$ cat src/rtl/serial_word_rx.sv
// Start/stop framed serial-to-parallel receiver with a one-entry valid/ready output buffer.
// Define PARITY_CHECK_EN to expect and check an even-parity bit after the data bits.
module serial_word_rx #(
    parameter int unsigned DW        = 4,
    parameter bit          LSB_FIRST = 1'b1
) (
    input  logic          clk_i,
    input  logic          rst_ni,
    input  logic          sin_i,
    input  logic          bit_en_i,
    input  logic          dout_ready_i,
    output logic [DW-1:0] dout_o,
    output logic          dout_valid_o,
    output logic          busy_o,
    output logic          frame_err_o,
    output logic          par_err_o,
    output logic          overrun_o
);

    localparam int unsigned CntW = $clog2(DW);

    typedef enum logic [2:0] {
        StIdle,
        StData,
`ifdef PARITY_CHECK_EN
        StParity,
`endif
        StStop,
        StBreak
    } state_e;

    state_e          state_q;
    logic [DW-1:0]   shreg_q, shreg_d;
    logic [CntW-1:0] cnt_q;
    logic [DW-1:0]   dout_q;
    logic            valid_q, busy_q, ferr_q, ovr_q;
    logic            par_bad;
    logic            word_done;

`ifdef PARITY_CHECK_EN
    logic par_bad_q, perr_q;
    assign par_bad   = par_bad_q;
    assign par_err_o = perr_q;
`else
    assign par_bad   = 1'b0;
    assign par_err_o = 1'b0;
`endif

    always_comb begin
        shreg_d = shreg_q;
        if (LSB_FIRST) begin
            shreg_d = {sin_i, shreg_q[DW-1:1]};
        end else begin
            shreg_d = {shreg_q[DW-2:0], sin_i};
        end
        word_done = bit_en_i && (state_q == StStop) && sin_i && !par_bad;
    end

    always_ff @(posedge clk_i or negedge rst_ni) begin
        if (!rst_ni) begin
            state_q   <= StIdle;
            shreg_q   <= '0;
            cnt_q     <= '0;
            dout_q    <= '0;
            valid_q   <= 1'b0;
            busy_q    <= 1'b0;
            ferr_q    <= 1'b0;
            ovr_q     <= 1'b0;
`ifdef PARITY_CHECK_EN
            par_bad_q <= 1'b0;
            perr_q    <= 1'b0;
`endif
        end else begin
            ferr_q <= 1'b0;
            ovr_q  <= 1'b0;
`ifdef PARITY_CHECK_EN
            perr_q <= 1'b0;
`endif
            if (bit_en_i) begin
                unique case (state_q)
                    StIdle: begin
                        if (!sin_i) begin
                            state_q <= StData;
                            cnt_q   <= '0;
                            busy_q  <= 1'b1;
                        end
                    end
                    StData: begin
                        shreg_q <= shreg_d;
                        cnt_q   <= cnt_q + 1'b1;
                        if (cnt_q == CntW'(DW - 1)) begin
`ifdef PARITY_CHECK_EN
                            state_q <= StParity;
`else
                            state_q <= StStop;
`endif
                        end
                    end
`ifdef PARITY_CHECK_EN
                    StParity: begin
                        par_bad_q <= (^shreg_q) ^ sin_i;
                        state_q   <= StStop;
                    end
`endif
                    StStop: begin
                        if (sin_i) begin
                            state_q <= StIdle;
                            busy_q  <= 1'b0;
`ifdef PARITY_CHECK_EN
                            perr_q  <= par_bad_q;
`endif
                        end else begin
                            // Line still low: wait for it to return high before hunting a start bit
                            ferr_q  <= 1'b1;
                            state_q <= StBreak;
                        end
                    end
                    StBreak: begin
                        if (sin_i) begin
                            state_q <= StIdle;
                            busy_q  <= 1'b0;
                        end
                    end
                    default: begin
                        state_q <= StIdle;
                        busy_q  <= 1'b0;
                    end
                endcase
            end

            if (word_done) begin
                if (!valid_q || dout_ready_i) begin
                    dout_q  <= shreg_q;
                    valid_q <= 1'b1;
                end else begin
                    ovr_q <= 1'b1;
                end
            end else if (valid_q && dout_ready_i) begin
                valid_q <= 1'b0;
            end
        end
    end

    assign dout_o       = dout_q;
    assign dout_valid_o = valid_q;
    assign busy_o       = busy_q;
    assign frame_err_o  = ferr_q;
    assign overrun_o    = ovr_q;

endmodule

$ cat config.mk
export PLATFORM = sky130hd
export DESIGN_NAME = serial_word_rx
export DESIGN_NICKNAME = d
export VERILOG_FILES = /design/src/rtl/serial_word_rx.sv
export SDC_FILE = /design/constraint.sdc
export NUM_CORES = 1
export LEC_CHECK = 0
export CAP_MARGIN = 20
export CORE_MARGIN = 4
export CORE_UTILIZATION = 51
export DETAILED_ROUTE_END_ITERATION = 10
export HOLD_SLACK_MARGIN = 0.05
export PLACE_DENSITY = 0.79
export SYNTH_ARGS = -nofsm -noshare
export SYNTH_HDL_FRONTEND = slang
export SYNTH_SLANG_ARGS = --single-unit
$ cat constraint.sdc
create_clock -name clk_i -period 3 [get_ports clk_i]
set_input_delay 0.9 -clock clk_i [delete_from_list [all_inputs] [get_ports clk_i]]
set_output_delay 0.9 -clock clk_i [all_outputs]
set_load 0.005 [all_outputs]
==> metrics <==
Leak Pwr 0.399 nW; share of flip-flops with an asynchronous set or reset 1.00; #FFs+latches synth 16; DRC violations left 0; Final HPWL DP 819 um; sequential power share 0.511; final net count 74; internal power roughly 0.50 mW; reported net switching power 0.198 mW; Synth top area share 0.597; status complete, no violations; mux contribution to synthesized area 0.134; die span in x between 40 and 50 um; initial core utilization 0.573; Top Ports 14; max-slew violations 0; H-tree lvl count 1; crit-path cells clkdlybuf4s50_1 -> nand4b_1 -> nor2b_4 -> mux2_2; share of cells above drive strength 1 0.224; most frequent cell after synthesis dfrtp_1; CP max stage cell clkdlybuf4s50_1; Worst Hold Class reg2reg; Max Fclk 0.473 GHz; RSZ-0062 raised after global routing no; critical path fanouts, max 8; headroom to the max-slew limit 0.548; crit path launch type input port; YS warnings 0; Worst-Skew Late Latency approximately 0.28 ns; Synth Net Count 58; Max Cap Viol 0; Clock Power Share 0.200; worst flop-to-flop path startpoint state_q[0]; Post-synth EDFFs 0; post-synthesis cell area approximately 670 um^2; CP Buf/Inv Count 1; Synth Instances 52; CP max stage delay 0.59 ns; skew final 0.00174 ns; hold buffers post-CTS 0; vias in the first global route around 420; Clock Tree Buf Depth 2; Post-Syn Area per Cell around 13 um^2; most used flip-flop cell after synthesis dfrtp_1; die area 1960 um^2; Hold Vio Cnt, Final 0; post-CTS setup buffer count 0; number of port buffers 12; delay-heaviest family, CP buffers and inverters; Resize count post-CTS 0; Layout area overhead 24.8%; area leader, netlist dfrtp_1; HP Start cnt_q[0]; Comb power frac 0.289; antenna diode count 0; Synth Area in XOR/XNOR 0; setup tns final 0 ns; Compound-Gate Fraction of Synth Area 0.0765; Routability Congestion between 0.6 and 0.7; DR iter-0 viols 7; CTS Buf Count 3; R2R depth 3; post-DR wirelength/cell 13.2 um; # clock sinks 16; count of endpoints failing setup in the final report 0; Vias 446; synth unique cells 18; remaining global-route overflow 0; Post-Synth Adder-Cell Area 0.0187; Core Box Area 1170 um^2; WP data required 3.17 ns; Data arrival, critical path 2.28 ns; final wirelength about 1.1 mm; power density over the cells a little over 800 nW/um^2; initial antenna violation count 0; Switching Share 0.285; post-synthesis sequential area ratio 0.597; clock transition at the registers of the reported paths 0.09 ns; Final Cycle Share 0.705; first-pass GRT wire length around 1.8 mm; Simple-Gate Fraction of Synth Area 0.146; clock root buffer clkbuf_4; critical path class in2reg; drt first pass iters 4; synth cell count leaders dfrtp_1 (16), mux2_2 (8), nand2_1 (5), o21ai_0 (5); Worst setup EP type flop; main combinational cell family by area after synthesis simple AND/OR/NAND/NOR gates; worst slew pin tran 0.675 ns; row count 12; Chip Height 44.3 um; largest net degree at the start of global routing 17; DR vias/cell 5.51; ANT nets after route 0; Total Routing Usage GR 0.121; Crit. path cell count 4; CTS tree done; top cells by area, synth dfrtp_1 (60%), mux2_2 (13%), o21ai_0 (3.7%); crit path from bit_en_i; min cycle time layout 2.12 ns; Peak VDD IR 559 uV; Core Util, Final 0.715; hold-critical path depth 1
==> layout make-up <==
type	instances	area [um^2]
clock buffers	4	36.3
fillers	89	334
inverters	2	7.51
multi-input cells	33	255
flip-flops and latches	16	400
well taps	14	17.5
repair buffers	12	120
==> final timing paths <==
check                                to  slack, ns
max                           dout_o[2]       0.88
min reg2reg                    cnt_q[0]       0.51
max in group asynchronous     dout_o[2]       1.55
min                            cnt_q[0]       0.51
min in group asynchronous  dout_valid_o       1.03
max reg2reg                   dout_o[2]       1.56
==> cell families (layout without fill, tap and decap cells) <==
| group | after synthesis | count (layout) |
|---|---|---|
| flip-flops | 16 | 16 |
| AND/OR/NAND/NOR | 15 | 15 |
| AO/OA/AOI/OAI | 8 | 8 |
| multiplexers | 8 | 8 |
| buffers and inverters | 3 | 18 |
| adder cells (fa/ha/maj) | 1 | 1 |
| other | 1 | 1 |
==> state kept, by name, summed over array words and instances, names as in the netlist <==
| register | flops |
|---|---|
| dout_valid_o | 1 |
| busy_o | 1 |
| cnt_q | 2 |
| dout_o | 4 |
| frame_err_o | 1 |
| shreg_q | 4 |
| overrun_o | 1 |
| state_q | 2 |
==> worst register-to-register path: cells and delay by family (launching register included) <==
kind             cells  cell delay (ns)
flip-flops           1             0.46
AND/OR/NAND/NOR      2             0.52
multiplexers         1             0.35
==> cells in the final DEF (no fill, tap or decap), types with 2 or more instances in the layout <==
cell type / netlist / routed
inv_1: 2 / 2
nand2_1: 5 / 5
and2b_2: 2 / 2
or2b_1: 2 / 2
dfrtp_1: 16 / 16
a32o_1: 2 / 2
mux2_2: 8 / 8
o21ai_0: 5 / 5
clkbuf_4: 0 / 3
clkdlybuf4s50_1: 0 / 12
==> per-stage QoR <==
| stage | area, um^2 | hold slack (ns) | power [mW] | cells | worst slack (ns) |
|---|---|---|---|---|---|
| 2_1_floorplan | 671 | 0.461 | 0.468 | 52 | 1.29 |
| 3_3_place_gp | 801 | 0.491 | 0.550 | 77 | 0.638 |
| 3_5_place_dp | 801 | 0.494 | 0.561 | 77 | 0.583 |
| 4_1_cts | 837 | 0.511 | 0.698 | 81 | 0.885 |
| 5_1_grt | 837 | 0.546 | 0.743 | 81 | 0.827 |
| 6_report | 837 | 0.508 | 0.695 | 81 | 0.884 |
==> power groups by stage <==
stage          combinational (mW)  sequential (mW)  clock (mW)
2_1_floorplan               0.128            0.340           0
3_3_place_gp                0.197            0.353           0
3_5_place_dp                0.203            0.358           0
4_1_cts                     0.204            0.353       0.141
5_1_grt                     0.223            0.367       0.153
6_report                    0.201            0.355       0.139
==> routing by layer <==
layer | GRT usage | part of all wire | wire length [um]
met1 | 0.158 | 0.46 | 486
met2 | 0.203 | 0.48 | 513
met3 | 0.0325 | 0.063 | 67
met4 | 0.0181 | 0 | 0
met5 | 0 | 0 | 0
(Power assumes the default switching activity.)
